$ cat src/rtl/fir_stream_pkg.sv
// Shared types and arithmetic helpers for the streaming FIR filter.
package fir_stream_pkg;

  typedef enum logic [1:0] {
    IDLE,
    MAC,
    FIN,
    HOLD
  } state_t;

  // Working width for the rounding helper; comfortably wider than any accumulator in use.
  localparam int ACC_MAX = 96;

  // Accumulator width that can hold a full NTAPS-term dot product without overflow.
  function automatic int acc_width(input int dw, input int cw, input int ntaps);
    return dw + cw + $clog2(ntaps);
  endfunction

  // Round half up, arithmetic shift right, then clamp into a signed dw-bit range.
  function automatic logic signed [ACC_MAX-1:0] round_sat(
    input logic signed [ACC_MAX-1:0] acc,
    input int                        shift,
    input int                        dw
  );
    logic signed [ACC_MAX-1:0] one;
    logic signed [ACC_MAX-1:0] half;
    logic signed [ACC_MAX-1:0] r;
    logic signed [ACC_MAX-1:0] hi;
    logic signed [ACC_MAX-1:0] lo;
    logic signed [ACC_MAX-1:0] res;
    one    = '0;
    one[0] = 1'b1;
    half   = '0;
    if (shift > 0) half = one <<< (shift - 1);
    r  = (acc + half) >>> shift;
    hi = (one <<< (dw - 1)) - one;
    lo = -(one <<< (dw - 1));
    res = r;
    if (r > hi) res = hi;
    if (r < lo) res = lo;
    return res;
  endfunction

endpackage

$ cat src/rtl/fir_round_sat.sv
// Combinational rounding, scaling and saturation of the final accumulator value.
module fir_round_sat
  import fir_stream_pkg::*;
#(
  parameter int ACCW      = 36,
  parameter int DW        = 16,
  parameter int OUT_SHIFT = 0
) (
  input  logic signed [ACCW-1:0] acc,
  output logic signed [DW-1:0]   result
);

  logic signed [ACC_MAX-1:0] wide;
  logic signed [ACC_MAX-1:0] clamped;

  // Sign-extend into the helper's working width, round/saturate, keep the low DW bits.
  always_comb begin
    wide    = {{(ACC_MAX - ACCW){acc[ACCW-1]}}, acc};
    clamped = round_sat(wide, OUT_SHIFT, DW);
    result  = DW'(clamped);
  end

endmodule

$ cat src/rtl/fir_stream.sv
// Time-multiplexed FIR: one sequential MAC per accepted sample, valid/ready on both sides.
module fir_stream
  import fir_stream_pkg::*;
#(
  parameter int NTAPS     = 16,
  parameter int DW        = 16,
  parameter int CW        = 16,
  parameter int OUT_SHIFT = 0
) (
  input  logic                       clk,
  input  logic                       rst,
  input  logic                       coef_we,
  input  logic [$clog2(NTAPS)-1:0]   coef_addr,
  input  logic signed [CW-1:0]       coef_data,
  input  logic                       in_valid,
  output logic                       in_ready,
  input  logic signed [DW-1:0]       in_data,
  output logic                       out_valid,
  input  logic                       out_ready,
  output logic signed [DW-1:0]       out_data,
  output logic                       busy
);

  localparam int AW   = $clog2(NTAPS);
  localparam int ACCW = acc_width(DW, CW, NTAPS);
  localparam int PW   = DW + CW;

  state_t state;
  state_t state_next;

  logic signed [DW-1:0]   x [NTAPS];
  logic signed [CW-1:0]   c [NTAPS];
  logic signed [ACCW-1:0] acc;
  logic [AW-1:0]          idx;
  logic signed [PW-1:0]   prod;
  logic signed [DW-1:0]   rs_data;

  logic                   accept;
  logic                   last_tap;
  logic                   coef_ok;
  logic                   pend_valid;
  logic [AW-1:0]          pend_addr;
  logic signed [CW-1:0]   pend_data;

  assign in_ready = (state == IDLE);
  assign busy     = (state != IDLE);
  assign accept   = in_valid && in_ready;
  assign last_tap = (idx == AW'(NTAPS - 1));
  assign coef_ok  = coef_we && !busy && (int'(coef_addr) < NTAPS);

  // State register.
  always_ff @(posedge clk) begin
    if (rst) state <= IDLE;
    else     state <= state_next;
  end

  // Next-state logic: accept, walk all taps, finalise, then wait for the consumer.
  always_comb begin
    state_next = state;
    case (state)
      IDLE:    if (accept) state_next = MAC;
      MAC:     if (last_tap) state_next = FIN;
      FIN:     state_next = HOLD;
      HOLD:    if (out_valid && out_ready) state_next = IDLE;
      default: state_next = IDLE;
    endcase
  end

  // One product per MAC cycle, both operands sign-extended to the full product width.
  always_comb begin
    prod = PW'(x[idx]) * PW'(c[idx]);
  end

  // Sample delay line shifts in the newest sample on every accept.
  always_ff @(posedge clk) begin
    if (rst) begin
      for (int k = 0; k < NTAPS; k++) x[k] <= '0;
    end else if (accept) begin
      x[0] <= in_data;
      for (int k = 1; k < NTAPS; k++) x[k] <= x[k-1];
    end
  end

  // Coefficient bank; a write landing on the accept edge is parked until the MAC pass is done.
  always_ff @(posedge clk) begin
    if (rst) begin
      for (int k = 0; k < NTAPS; k++) c[k] <= '0;
      pend_valid <= 1'b0;
      pend_addr  <= '0;
      pend_data  <= '0;
    end else begin
      if (coef_ok && accept) begin
        pend_valid <= 1'b1;
        pend_addr  <= coef_addr;
        pend_data  <= coef_data;
      end else if (coef_ok) begin
        c[coef_addr] <= coef_data;
      end
      if (state == FIN && pend_valid) begin
        c[pend_addr] <= pend_data;
        pend_valid   <= 1'b0;
      end
    end
  end

  // Accumulator and tap index: cleared on accept, stepped once per MAC cycle.
  always_ff @(posedge clk) begin
    if (rst) begin
      acc <= '0;
      idx <= '0;
    end else if (accept) begin
      acc <= '0;
      idx <= '0;
    end else if (state == MAC) begin
      acc <= acc + ACCW'(prod);
      idx <= idx + AW'(1);
    end
  end

  fir_round_sat #(
    .ACCW      (ACCW),
    .DW        (DW),
    .OUT_SHIFT (OUT_SHIFT)
  ) u_round_sat (
    .acc    (acc),
    .result (rs_data)
  );

  // Output register: loaded on the finalise edge, held until the consumer takes it.
  always_ff @(posedge clk) begin
    if (rst) begin
      out_valid <= 1'b0;
      out_data  <= '0;
    end else if (state == FIN) begin
      out_valid <= 1'b1;
      out_data  <= rs_data;
    end else if (state == HOLD && out_ready) begin
      out_valid <= 1'b0;
    end
  end

endmodule

$ cat config.mk
export PLATFORM = sky130hd
export DESIGN_NAME = fir_stream
export DESIGN_NICKNAME = d
export VERILOG_FILES = /design/src/rtl/fir_stream_pkg.sv /design/src/rtl/fir_round_sat.sv /design/src/rtl/fir_stream.sv
export SDC_FILE = /design/constraint.sdc
export NUM_CORES = 2
export LEC_CHECK = 0
export BUFFER_PORTS_ARGS = -buffer_cell sky130_fd_sc_hd__buf_2
export CORE_UTILIZATION = 60
export DETAILED_ROUTE_END_ITERATION = 6
export GPL_TIMING_DRIVEN = 0
export PLACE_DENSITY = 0.77
export SLEW_MARGIN = 30
export SYNTH_ARGS = -nofsm -noshare
export SYNTH_HDL_FRONTEND = slang
export SYNTH_SLANG_ARGS = --single-unit
$ cat constraint.sdc
create_clock -name clk -period 16.17 [get_ports clk]
set_input_delay 0.8085 -clock clk [delete_from_list [all_inputs] [get_ports clk]]
set_output_delay 0.8085 -clock clk [all_outputs]
set_load 0.1 [all_outputs]
==> impl_results.md <==
- Hold path endpoint: pend_data[6]
- DR iter-0 viols: 2668
- FFs w/ async S/R, synth: 0
- Setup crit end kind: flip-flop
- Count of different cell masters after synthesis: 60
- Residual DRC: 4
- Setup-failing EPs final: 0
- Crit Path Category: reg2reg
- Antenna Nets Post-Route: 0
- Core box area: 61600 µm²
- RR Endpoint: acc[35]
- Clock Skew: 53.88 ps
- GRT Residual Overflow: 0
- Worst Hold Depth: 3
- Req. time, crit path: 16680 ps
- Hold_buf cts: 0
- Tightest Hold Check Type: in2reg
- Area grow syn2layout: 9.664%
- Reg2reg setup slack: 6860 ps
- Syn Std Cell Area: 37290 µm²
- DR WL/cell: 23.69 µm
- Number of max-cap violations: 0
- Setup Fix Bufs, Post-CTS: 0
- CTS buffer count: 60
- Die extent in x: 251.3 µm
- Proportion of layout cells with a drive suffix above 1: 0.1229
- Unrepaired setup endpoints after global routing: false
- Crit-path max FO: 10
- Layout Nets: 3641
- Most common cell after layout, fill and taps aside: edfxtp_1
- First-pass GRT wire length: 147.1 mm
- Syn nets: 3511
- Tmin final: 9311 ps
- DPL Wire Length: 70.51 mm
- Final core utilization: 0.6638
- Clock transition at path regs: 60 ps
- Detailed Route WL: 96.18 mm
- Skew-Pair Late Insertion Delay: 660 ps
- Vias per cell: 6.050
- Failing checks: design-rule violations
- H-tree lvl count: 2
- Setup TNS: 0 ps
- Slew margin rel.: 0.2976
- Avg Synthesized Cell Area: 12.25 µm²
- Slew Viols, Final: 0
- Post-synth EDFFs: 512
- Hold_sp: coef_data[6]
- Drt pass-1 iters: 7
- Height of the die: 251.3 µm
- Final Hold Viols: 0
- Flops & latches, synth: 596
- Most frequent cells in the layout: 512 x edfxtp_1, 456 x nor2_1, 358 x inv_1
- Global Route Usage Sum: 0.3115
- Tcrit/Tclk final: 0.5758
- Crit path DAT: 9820 ps
- Vias post-DR: 24560
- R2r worst-path depth: 27
- Port Buffers: 59
- Prevailing post-synth register cell: edfxtp_1
- DIE AREA: 63140 µm²
- CP startpoint kind: flip-flop
- Vias in the first global route: 25560
- CTS Sinks: 596
- Status: finished, violations left
- Post-CTS resize count: 0
- Largest net degree at the start of global routing: 33
- Initial antenna violation count: 3
- CTS Buffer Depth: 3
- Fmax achieved: 107.4 MHz
- Row cnt: 91
- Worst hold slack: 401.1 ps
- Sequential share of the synthesized area: 0.4574
- Ys Warns: 0
- Mapped Cells: 3044
- TritonCTS clock tree: done
- Final RePlAce weighted congestion: 0.9105
- Boundary pin count: 60
- Slew @ Worst Pin: 1047 ps
- CTS root buf: clkbuf_16
- Initial Utilization: 0.6053
==> layout make-up <==
type                            count  area (µm²)
Tap cell                          837        1047
Fill cell                        4393       20710
Buffer                            156       700.7
Timing Repair Buffer               68       498.0
Antenna cell                        1       2.502
Sequential cell                   596       17060
Clock buffer                       74        1574
Clock inverter                     35       452.9
Inverter                          358        1344
Multi-Input combinational cell   1934       18210
==> worst max-delay path, stage by stage, from the launching register on <==
cell and delay [ps]:
dfxtp_1 350, buf_4 210, buf_2 330, clkbuf_1 750, mux4_2 440, mux2_2 320
o21ai_1 810, nor2_1 220, inv_1 130, fa_1 480, fa_1 680, inv_1 200
fa_1 530, inv_1 50, fa_1 550, fa_1 430, fa_1 490, inv_1 40
ha_1 360, nand4_1 200, nor2_1 70, a211o_1 320, a221o_1 330, a211o_1 330
a311oi_2 290, xnor2_1 100, mux2i_1 130, nor2_1 50
==> metal layers <==
layer | part of all wire | global-route usage | wire length (µm) | vias up
li1 | - | - | - | 10440
met1 | 0.37 | 0.3988 | 35270 | 12490
met2 | 0.50 | 0.5220 | 48190 | 1338
met3 | 0.082 | 0.05042 | 7868 | 288
met4 | 0.050 | 0.1483 | 4823 | 2
met5 | 0.00018 | 0 | 17 | -
==> worst max path at each step <==
stage | endpoint | slack, ps | cells past startpoint | start
2_1_floorplan | x[0][0] | 6650 | 6 | state[0]
3_3_place_gp | x[0][4] | 3690 | 6 | rst
3_5_place_dp | acc[35] | 6920 | 28 | flip-flop
4_1_cts | acc[35] | 6910 | 28 | flip-flop
5_1_grt | acc[35] | 6560 | 28 | flip-flop
6_report | acc[35] | 6860 | 27 | flip-flop
==> flip-flops by register name, indices dropped and copies added (netlist names), named ones only <==
signal,cells
out_data,16
out_valid,1
state,2
pend_addr,4
idx,4
acc,36
pend_valid,1
c,256
x,256
pend_data,16
==> cell families after synthesis <==
logic type,Yosys count,synth area share
buffers and inverters,514,0.05466
adders and majority gates,426,0.2062
xor gates and xnor gates,37,0.008691
muxes,225,0.1072
AOI/OAI and AO/OA,195,0.03238
and+or+nand+nor,1051,0.1335
DFF,596,0.4574
==> cells in the mapped netlist, types with 64 or more instances <==
cell | n | area [µm²]
nor2_1 | 456 | 1712
nor2b_1 | 117 | 732.0
and2_1 | 165 | 1032
fa_1 | 314 | 6286
edfxtp_1 | 512 | 15370
a21oi_1 | 71 | 355.3
nand2_1 | 190 | 713.2
clkbuf_1 | 97 | 364.1
inv_1 | 358 | 1344
ha_1 | 112 | 1401
mux4_2 | 137 | 3085
mux2i_1 | 64 | 640.6
dfxtp_1 | 84 | 1682
==> stage by stage <==
stage | instance area, µm² | std cells | worst slack (ps)
3_3_place_gp | 38630 | 3940 | 3690
4_1_cts | 40870 | 4058 | 6914
3_5_place_dp | 38840 | 3949 | 6916
6_report | 40890 | 4059 | 6859
5_1_grt | 40890 | 4058 | 6557
2_1_floorplan | 37290 | 3044 | 6652
Power is not shown: default switching activity piles up to over one toggle a cycle in this logic, so the estimate is an artifact.
